`src/rtl/control_unit_stack.sv`:
```
// control_unit_stack
//   SimpleCPU controller: program counter, instruction register and a Moore
//   FSM, extended with an instruction-memory ready handshake, JMP, CALL/RET
//   through an internal return-address stack, HALT and a fault report.
//
// Parameters
//   PC_W         program counter width (>= 12)
//   STACK_DEPTH  return-address stack entries (>= 1)
//
// Ports
//   clk, rst             rising-edge clock, asynchronous active-high reset
//   inst, inst_valid     instruction word and its valid qualifier
//   RF_Rp_zero           register-file port P data is zero (JMPZ condition)
//   progcntr, fetch      instruction-memory address and read request
//   D_addr, D_rd, D_wr   data-memory address and strobes
//   RF_W_data            LOADC constant
//   RF_s1, RF_s0         RF write mux: 00 ALU, 01 D memory, 10 constant
//   RF_W_addr, RF_W_wr   RF write port
//   RF_Rp_addr, RF_Rp_rd RF read port P
//   RF_Rq_addr, RF_Rq_rd RF read port Q
//   alu_s1, alu_s0       ALU op: 00 pass Rp, 01 Rp+Rq, 10 Rp-Rq
//   halted               FSM is in HALT
//   fault                00 none, 01 illegal opcode, 10 overflow, 11 underflow
module control_unit_stack #(
  parameter int PC_W        = 16,
  parameter int STACK_DEPTH = 4
) (
  input  logic            clk,
  input  logic            rst,
  input  logic [15:0]     inst,
  input  logic            inst_valid,
  input  logic            RF_Rp_zero,
  output logic [PC_W-1:0] progcntr,
  output logic            fetch,
  output logic [7:0]      D_addr,
  output logic            D_rd,
  output logic            D_wr,
  output logic [7:0]      RF_W_data,
  output logic            RF_s1,
  output logic            RF_s0,
  output logic [3:0]      RF_W_addr,
  output logic            RF_W_wr,
  output logic [3:0]      RF_Rp_addr,
  output logic            RF_Rp_rd,
  output logic [3:0]      RF_Rq_addr,
  output logic            RF_Rq_rd,
  output logic            alu_s1,
  output logic            alu_s0,
  output logic            halted,
  output logic [1:0]      fault
);

  typedef enum logic [3:0] {
    S_INIT, S_FETCH, S_DECODE, S_LOAD, S_STORE, S_ADD, S_SUB, S_LOADC,
    S_JMPZ, S_JMPZ_TAKE, S_JMP, S_CALL, S_RET, S_HALT
  } state_t;

  // Stack pointer counts occupancy 0..STACK_DEPTH. The storage array is
  // rounded up to a power of two so that the pointer indexes it exactly.
  localparam int SP_W  = $clog2(STACK_DEPTH + 1);
  localparam int SLOTS = 1 << SP_W;

  state_t          state_reg, state_next;
  logic [PC_W-1:0] pc_reg, pc_next;
  logic [15:0]     ir_reg, ir_next;
  logic [SP_W-1:0] sp_reg, sp_next;
  logic [1:0]      fault_reg, fault_next;
  logic            push_en;

  logic [PC_W-1:0] stack_mem [SLOTS];
  logic [PC_W-1:0] stack_top;
  logic            stack_full;
  logic            stack_empty;

  // By the time a branch executes, pc_reg already points one past the
  // branch, so the target is pc_reg + offset - 1.
  logic [PC_W-1:0] off8, off12;
  logic [PC_W-1:0] jmpz_target, long_target;

  assign off8        = PC_W'($signed(ir_reg[7:0]));
  assign off12       = PC_W'($signed(ir_reg[11:0]));
  assign jmpz_target = pc_reg + off8 - PC_W'(1);
  assign long_target = pc_reg + off12 - PC_W'(1);

  assign stack_top   = stack_mem[sp_reg - SP_W'(1)];
  assign stack_full  = (sp_reg == SP_W'(STACK_DEPTH));
  assign stack_empty = (sp_reg == '0);

  // State and architectural registers
  always_ff @(posedge clk or posedge rst) begin
    if (rst) begin
      state_reg <= S_INIT;
      pc_reg    <= '0;
      ir_reg    <= '0;
      sp_reg    <= '0;
      fault_reg <= 2'b00;
    end else begin
      state_reg <= state_next;
      pc_reg    <= pc_next;
      ir_reg    <= ir_next;
      sp_reg    <= sp_next;
      fault_reg <= fault_next;
    end
  end

  // Return-address storage; contents are meaningless beyond sp_reg, so no reset.
  always_ff @(posedge clk) begin
    if (push_en) begin
      stack_mem[sp_reg] <= pc_reg;
    end
  end

  // Next-state and register-update logic
  always_comb begin
    state_next = state_reg;
    pc_next    = pc_reg;
    ir_next    = ir_reg;
    sp_next    = sp_reg;
    fault_next = fault_reg;
    push_en    = 1'b0;
    case (state_reg)
      S_INIT: state_next = S_FETCH;
      S_FETCH: begin
        if (inst_valid) begin
          ir_next    = inst;
          pc_next    = pc_reg + PC_W'(1);
          state_next = S_DECODE;
        end
      end
      S_DECODE: begin
        case (ir_reg[15:12])
          4'h0: state_next = S_LOAD;
          4'h1: state_next = S_STORE;
          4'h2: state_next = S_ADD;
          4'h3: state_next = S_LOADC;
          4'h4: state_next = S_SUB;
          4'h5: state_next = S_JMPZ;
          4'h6: state_next = S_JMP;
          4'h7: state_next = S_CALL;
          4'h8: state_next = S_RET;
          4'hF: state_next = S_HALT;
          default: begin
            fault_next = 2'b01;
            state_next = S_HALT;
          end
        endcase
      end
      S_LOAD, S_STORE, S_ADD, S_SUB, S_LOADC: state_next = S_FETCH;
      S_JMPZ: state_next = RF_Rp_zero ? S_JMPZ_TAKE : S_FETCH;
      S_JMPZ_TAKE: begin
        pc_next    = jmpz_target;
        state_next = S_FETCH;
      end
      S_JMP: begin
        pc_next    = long_target;
        state_next = S_FETCH;
      end
      S_CALL: begin
        if (stack_full) begin
          fault_next = 2'b10;
          state_next = S_HALT;
        end else begin
          push_en    = 1'b1;
          sp_next    = sp_reg + SP_W'(1);
          pc_next    = long_target;
          state_next = S_FETCH;
        end
      end
      S_RET: begin
        if (stack_empty) begin
          fault_next = 2'b11;
          state_next = S_HALT;
        end else begin
          pc_next    = stack_top;
          sp_next    = sp_reg - SP_W'(1);
          state_next = S_FETCH;
        end
      end
      S_HALT: state_next = S_HALT;
      default: state_next = S_INIT;
    endcase
  end

  // Moore outputs from state and IR
  always_comb begin
    fetch      = 1'b0;
    D_addr     = 8'h00;
    D_rd       = 1'b0;
    D_wr       = 1'b0;
    RF_W_data  = 8'h00;
    RF_s1      = 1'b0;
    RF_s0      = 1'b0;
    RF_W_addr  = 4'h0;
    RF_W_wr    = 1'b0;
    RF_Rp_addr = 4'h0;
    RF_Rp_rd   = 1'b0;
    RF_Rq_addr = 4'h0;
    RF_Rq_rd   = 1'b0;
    alu_s1     = 1'b0;
    alu_s0     = 1'b0;
    halted     = 1'b0;
    case (state_reg)
      S_FETCH: fetch = 1'b1;
      S_LOAD: begin
        D_addr    = ir_reg[7:0];
        D_rd      = 1'b1;
        RF_s0     = 1'b1;
        RF_W_addr = ir_reg[11:8];
        RF_W_wr   = 1'b1;
      end
      S_STORE: begin
        D_addr     = ir_reg[7:0];
        D_wr       = 1'b1;
        RF_Rp_addr = ir_reg[11:8];
        RF_Rp_rd   = 1'b1;
      end
      S_ADD, S_SUB: begin
        RF_Rp_addr = ir_reg[7:4];
        RF_Rp_rd   = 1'b1;
        RF_Rq_addr = ir_reg[3:0];
        RF_Rq_rd   = 1'b1;
        RF_W_addr  = ir_reg[11:8];
        RF_W_wr    = 1'b1;
        alu_s0     = (state_reg == S_ADD);
        alu_s1     = (state_reg == S_SUB);
      end
      S_LOADC: begin
        RF_W_data = ir_reg[7:0];
        RF_s1     = 1'b1;
        RF_W_addr = ir_reg[11:8];
        RF_W_wr   = 1'b1;
      end
      S_JMPZ: begin
        RF_Rp_addr = ir_reg[11:8];
        RF_Rp_rd   = 1'b1;
      end
      S_HALT: halted = 1'b1;
      default: ;
    endcase
  end

  assign progcntr = pc_reg;
  assign fault    = fault_reg;

endmodule

```
`config.mk`:
```
export PLATFORM = sky130hd
export DESIGN_NAME = control_unit_stack
export DESIGN_NICKNAME = d
export VERILOG_FILES = /design/src/rtl/control_unit_stack.sv
export SDC_FILE = /design/constraint.sdc
export NUM_CORES = 1
export LEC_CHECK = 0
export CORE_MARGIN = 5
export CORE_UTILIZATION = 53
export DETAILED_ROUTE_END_ITERATION = 10
export GPL_TIMING_DRIVEN = 0
export PLACE_DENSITY = 0.77
export SETUP_SLACK_MARGIN = 0.05
export SYNTH_ARGS = -nofsm -noshare
export SYNTH_HDL_FRONTEND = slang
export SYNTH_SLANG_ARGS = --single-unit
export TNS_END_PERCENT = 10
```
`constraint.sdc`:
```
create_clock -name clk -period 2.63 [get_ports clk]
set_input_delay 0.6575 -clock clk [delete_from_list [all_inputs] [get_ports clk]]
set_output_delay 0.6575 -clock clk [all_outputs]
set_load 0.005 [all_outputs]
```
==> impl_metrics.py <==
metrics = {
    "critical_path": {
        "reg2reg_depth": 12,
        "cp_slowest_cell": "dfrtp_2",
        "start_kind": "flop",
        "crit_fanout": 2,
        "path_depth": 12,
        "crit_arrival_ns": 3.14,
        "path_buf_inv": 3,
        "crit_type": "reg -> reg",
        "slowest_delay_ns": 0.42,
        "crit_required_ns": 2.93,
        "path_cells": "inv_2, ha_4, inv_4, ha_4, a211oi_4, o21ai_1, a221o_1, buf_6, a211o_1, a221oi_2, mux2i_1, a31oi_2",
        "cpMostUsedCell": "ha_4",
        "critical-path-top-delay-family": "compound AO/OA/AOI/OAI gates",
        "end_kind": "flop",
    },
    "clock_tree": {
        "path_clk_slew_ns": 0.07,
        "cts.sinks": 169,
        "cts_tree": "yes",
        "clockRootBuffer": "clkbuf_16",
        "clk_path_buf_depth": 2,
        "cts.hold.buffers_added": 0,
        "worstSkewPairLatency_ns": 0.43,
        "htree_levels": 4,
        "cts-buffers-inserted": 17,
    },
    "floorplanning": {
        "start_util_pct": 54.4,
        "core_area_mm2": 0.0167,
        "die_y_um": 141,
        "die_area_mm2": 0.0199,
        "dieWidth_um": 141,
        "rows": 47,
        "ioPinCount": 77,
    },
    "yosys": {
        "synth_most_common_cell": "edfxtp_1",
        "syn_area_mm2": 0.00908,
        "synth_commonest_cells": "edfxtp_1, inv_1, nor2_1",
        "yosys_most_used_dff": "edfxtp_1",
        "yosys_warnings": 0,
        "yosysTopAreaCellShare_pct": 42.3,
        "syn-num-nets": 837,
        "synth_cells": 769,
        "ys_types": 58,
        "ys_seq_elements": 169,
        "synth_top_area_cell": "edfxtp_1",
        "synthArstFlopShare_pct": 24.3,
        "synth-seq-area-share_pct": 53.6,
        "synth_area_per_cell_um2": 11.8,
        "synth-edff-count": 128,
        "ys_top_cells_by_area": "edfxtp_1, dfrtp_1, mux4_2",
    },
    "power_and_ir_drop": {
        "p_int_w": 0.00931,
        "finalPower_w": 0.0162,
        "sw_frac_of_total_pct": 42.6,
        "cellLeakagePower_nw": 4.50,
        "p_clk_share_pct": 15.1,
        "vdd_drop_max_uv": 1170,
        "switchingPower_w": 0.00690,
        "comb_power_share_pct": 61.2,
        "p_per_area_mw_per_mm2": 1390,
        "power_frac_seq_pct": 23.6,
    },
    "placed_design": {
        "dp_hpwl_mm": 16.3,
        "gp_congestion": 0.920,
        "io_buffers": 76,
    },
    "timing": {
        "slew-limit-headroom_pct": 39.3,
        "fin_crit_sh_pct": 108,
        "fmax_mhz": 352,
        "worstMarginPinSlew_ns": 0.907,
        "setup_ws_ns": -0.211,
        "hold_viol_final": 0,
        "rsz0062_at_grt": "true",
        "drv_slew": 0,
        "hold_slack_ns": 0.528,
        "fin_skew_ns": 0.0100,
        "setup_viol": 15,
        "finalCriticalPeriod_ns": 2.84,
    },
    "detailed_routing": {
        "dr.pass1.iters": 6,
        "drt_iter0_drc": 700,
        "postRouteAntennaNets": 0,
        "dr_total_vias": 6966,
        "avgViaCountPerCell": 6.10,
        "post-route-drc-count": 0,
        "wirelength_mm": 24.3,
        "wire_per_inst_um": 21.3,
    },
    "global_routing": {
        "antenna_found_initial": 0,
        "grt_max_degree": 26,
        "grt_pass1_wl_mm": 37.5,
        "grt_pass1_vias": 6800,
        "grt_overflow": 0,
        "grt.total_usage_pct": 24.6,
    },
    "final_layout": {
        "final_nets": 977,
        "areaGrowthSynthToFinish_pct": 28.2,
        "final_util_pct": 69.7,
        "drive_gt1_share_pct": 28.3,
        "n_antenna_cell": 0,
        "largest_reg_flops": 128,
    },
    "status": {
        "violations": "setup timing",
        "status": "complete, but fails checks",
    },
    "hold_path": {
        "hold_depth": 1,
        "hp-class": "reg -> reg",
    },
    "run": {
        "max_cap_viol_count": 0,
    },
}
## cell families (layout without fill, tap and decap cells)
group / Yosys count / after routing / share of synthesized area (%)
simple gates: 200 / 200 / 10.1
mux: 62 / 62 / 11.5
xor+xnor: 22 / 22 / 2.12
buf+inv: 113 / 266 / 5.03
flops: 169 / 169 / 53.6
compound gates: 155 / 155 / 11.0
fa+ha+maj: 48 / 48 / 6.69
## final timing paths
path	from	end	slack, ns
max	progcntr[2]	progcntr[14]	-0.21
min	ir_reg[1]	ir_reg[1]	0.53
max reg2reg	progcntr[2]	progcntr[14]	-0.21
min reg2reg	ir_reg[1]	ir_reg[1]	0.53
max in group asynchronous	rst	progcntr[14]	1.56
min in group asynchronous	rst	ir_reg[3]	0.54
## layer usage
| metal | routed length [um] | GRT usage [%] | vias to the layer above | part of all wire [%] |
|---|---|---|---|---|
| met5 | 0 | 0 | - | 0 |
| met4 | 704 | 7.70 | 0 | 2.9 |
| met3 | 1990 | 4.23 | 73 | 8.2 |
| met2 | 11700 | 39.8 | 372 | 48 |
| met1 | 9880 | 34.3 | 3394 | 41 |
| li1 | - | - | 3127 | - |
## power groups by stage
| stage | clock network [W] | registers, W | logic (W) |
|---|---|---|---|
| after floorplan | 0 | 0.00383 | 0.00595 |
| after global placement | 0 | 0.00404 | 0.00795 |
| after detailed placement | 0 | 0.00406 | 0.00807 |
| after CTS | 0.00247 | 0.00382 | 0.00926 |
| after global routing | 0.00258 | 0.00387 | 0.0108 |
| final | 0.00245 | 0.00383 | 0.00992 |
## area by class of cell
cell class	count	area (um2)
Buffer	30	274
Clock buffer	18	429
Clock inverter	14	140
Fill cell	1148	5060
Inverter	81	320
Multi-Input combinational cell	487	4170
Sequential cell	169	4890
Tap cell	220	275
Timing Repair Buffer	123	1140
## cells in the final DEF, fill, tap and decap left out, types with 16 or more instances in the layout
| master | instances |
|---|---|
| edfxtp_1 | 128 |
| inv_1 | 62 |
| nor2_1 | 51 |
| nand2_1 | 49 |
| clkdlybuf4s50_1 | 44 |
| buf_4 | 42 |
| a21oi_1 | 42 |
| ha_1 | 35 |
| mux4_2 | 32 |
| dfrtp_1 | 27 |
| o21ai_0 | 21 |
| nand3_1 | 18 |
| clkbuf_16 | 18 |
| mux2_2 | 16 |
| dlygate4sd2_1 | 16 |
## per-stage QoR
| stage | std cells | worst slack [ns] | TNS (ns) | instance area, um2 |
|---|---|---|---|---|
| after CTS | 1129 | -0.202 | -1.51 | 11400 |
| after floorplan | 769 | -0.0872 | -1.66 | 9190 |
| after global routing | 1142 | -0.275 | -2.27 | 11600 |
| after detailed placement | 1074 | -0.608 | -13.46 | 10400 |
| final | 1142 | -0.211 | -0.993 | 11600 |
| after global placement | 1065 | -1.14 | -90.56 | 10200 |
## timing repair
action,4_1_cts,5_1_grt
gates cloned,0,0
pin swaps,15,22
buffers inserted,25,13
hold endpoints to repair,0,0
endpoints found under the setup margin,72,54
gates resized for setup,137,50
Note: power is estimated with default switching activity, not from simulation.
==> variant, RTL diff (same settings) <==
Set the parameter `PC_W` to 32 (it was 16).
--- a/src/rtl/control_unit_stack.sv
+++ b/src/rtl/control_unit_stack.sv
@@ -22,7 +22,7 @@
 //   halted               FSM is in HALT
 //   fault                00 none, 01 illegal opcode, 10 overflow, 11 underflow
 module control_unit_stack #(
-  parameter int PC_W        = 16,
+  parameter int PC_W        = 32,
   parameter int STACK_DEPTH = 4
 ) (
   input  logic            clk,
Ports: changed (resized progcntr); port bits go from 77 to 93. The function was not compared with the original's and may differ.
==> variant against the unedited design <==
The flow still finishes with violations (negative setup slack). Worst setup slack got worse by 0.57 ns. Clock skew is 0.0030 ns higher. Count of clock-buffer cells in the layout rose by 15. Die area up 83%. Global-route usage grew 4.7 points. Synthesized area grew 90%. Cell area up 96%. First-iteration DRC count rose to 2.6 times the old value. Routed wire length rose by 130%. Maximum frequency decreased by 17%. Sequential cell count is 144 higher. Via count increased by 100%. Largest cell class unchanged. Highest routed layer unchanged.
Power is not shown: default switching activity piles up to over one toggle a cycle in this logic, so the estimate is an artifact.
==> variant: results (changes against the unedited design) <==
| Metric | Value |
|---|---|
| Status | finished, violations left |
| Failing checks | negative setup slack |
| Share of layout cells above drive strength 1 | 0.329 (+0.0460) |
| Vias in the first global route | 13,700 (+100%) |
| Multi-input gates | 917 (+88%) |
| Layout Nets | 1,824 (+87%) |
| Met3 global-route usage | 0.0698 (+0.0274) |
| Layout fillers | 2,059 (+79%) |
| Synth Area in Compound Gates | 0.138 (+0.0284) |
| Dpl cell area | 19,200 sq um (+85%) |
| Layout Cells excl Fill | 2,159 (+89%) |
| Post-CTS Resized | 347 (+150%) |
| Main area contributors after synthesis | edfxtp_1, mux4_2, dfrtp_1 |
| Crit path DAT | 3.85 ns (+0.71 ns) |
| Post-synthesis sequential area ratio | 0.527 (-0.00895) |
| Plain + repair buffers | 266 (+74%) |
| Synthesis-to-layout area growth | 32.1% |
| CP max stage delay | 0.45 ns (+0.03 ns) |
| I/O Buffers | 92 (+21%) |
| Finish-stage setup viols | 37 (+22) |
| Sequential cell area | 9150 sq um (+87%) |
| Post-synth EDFFs | 256 (+100%) |
| Cts bufs inserted | 30 (+13) |
| Clock buffer count | 33 (+15) |
| Postcts setup bufs | 78 (+210%) |
| Vias per cell | 6.58 (+8.0%) |
| Fraction of area in registers | 0.401 (-0.0192) |
| Detail Placement HPWL | 35,000 um (+110%) |
| Final WS setup | -0.783 ns (-0.573 ns) |
==> variant: worst reg2reg max path, delay by kind of cell (launching register included) <==
family / cells / cell delay [ns]
xor+xnor: 1 / 0.15
buf+inv: 3 / 0.30
fa+ha+maj: 3 / 0.78
simple gates: 2 / 0.49
flops: 1 / 0.39
compound gates: 6 / 1.18
==> variant: worst paths after layout <==
kind                                          from                       end  slack, ns  cells after the start
max                        progcntr[1]$_DFFE_PP0P_  progcntr[21]$_DFFE_PP0P_      -0.78                     15
min                           fault[1]$_DFFE_PP0P_      fault[1]$_DFFE_PP0P_       0.53                      1
max reg2reg                progcntr[1]$_DFFE_PP0P_  progcntr[21]$_DFFE_PP0P_      -0.78                     15
min reg2reg                   fault[1]$_DFFE_PP0P_      fault[1]$_DFFE_PP0P_       0.53                      1
max in group asynchronous                      rst   progcntr[7]$_DFFE_PP0P_       1.39                      3
min in group asynchronous                      rst  progcntr[28]$_DFFE_PP0P_       0.57                      2
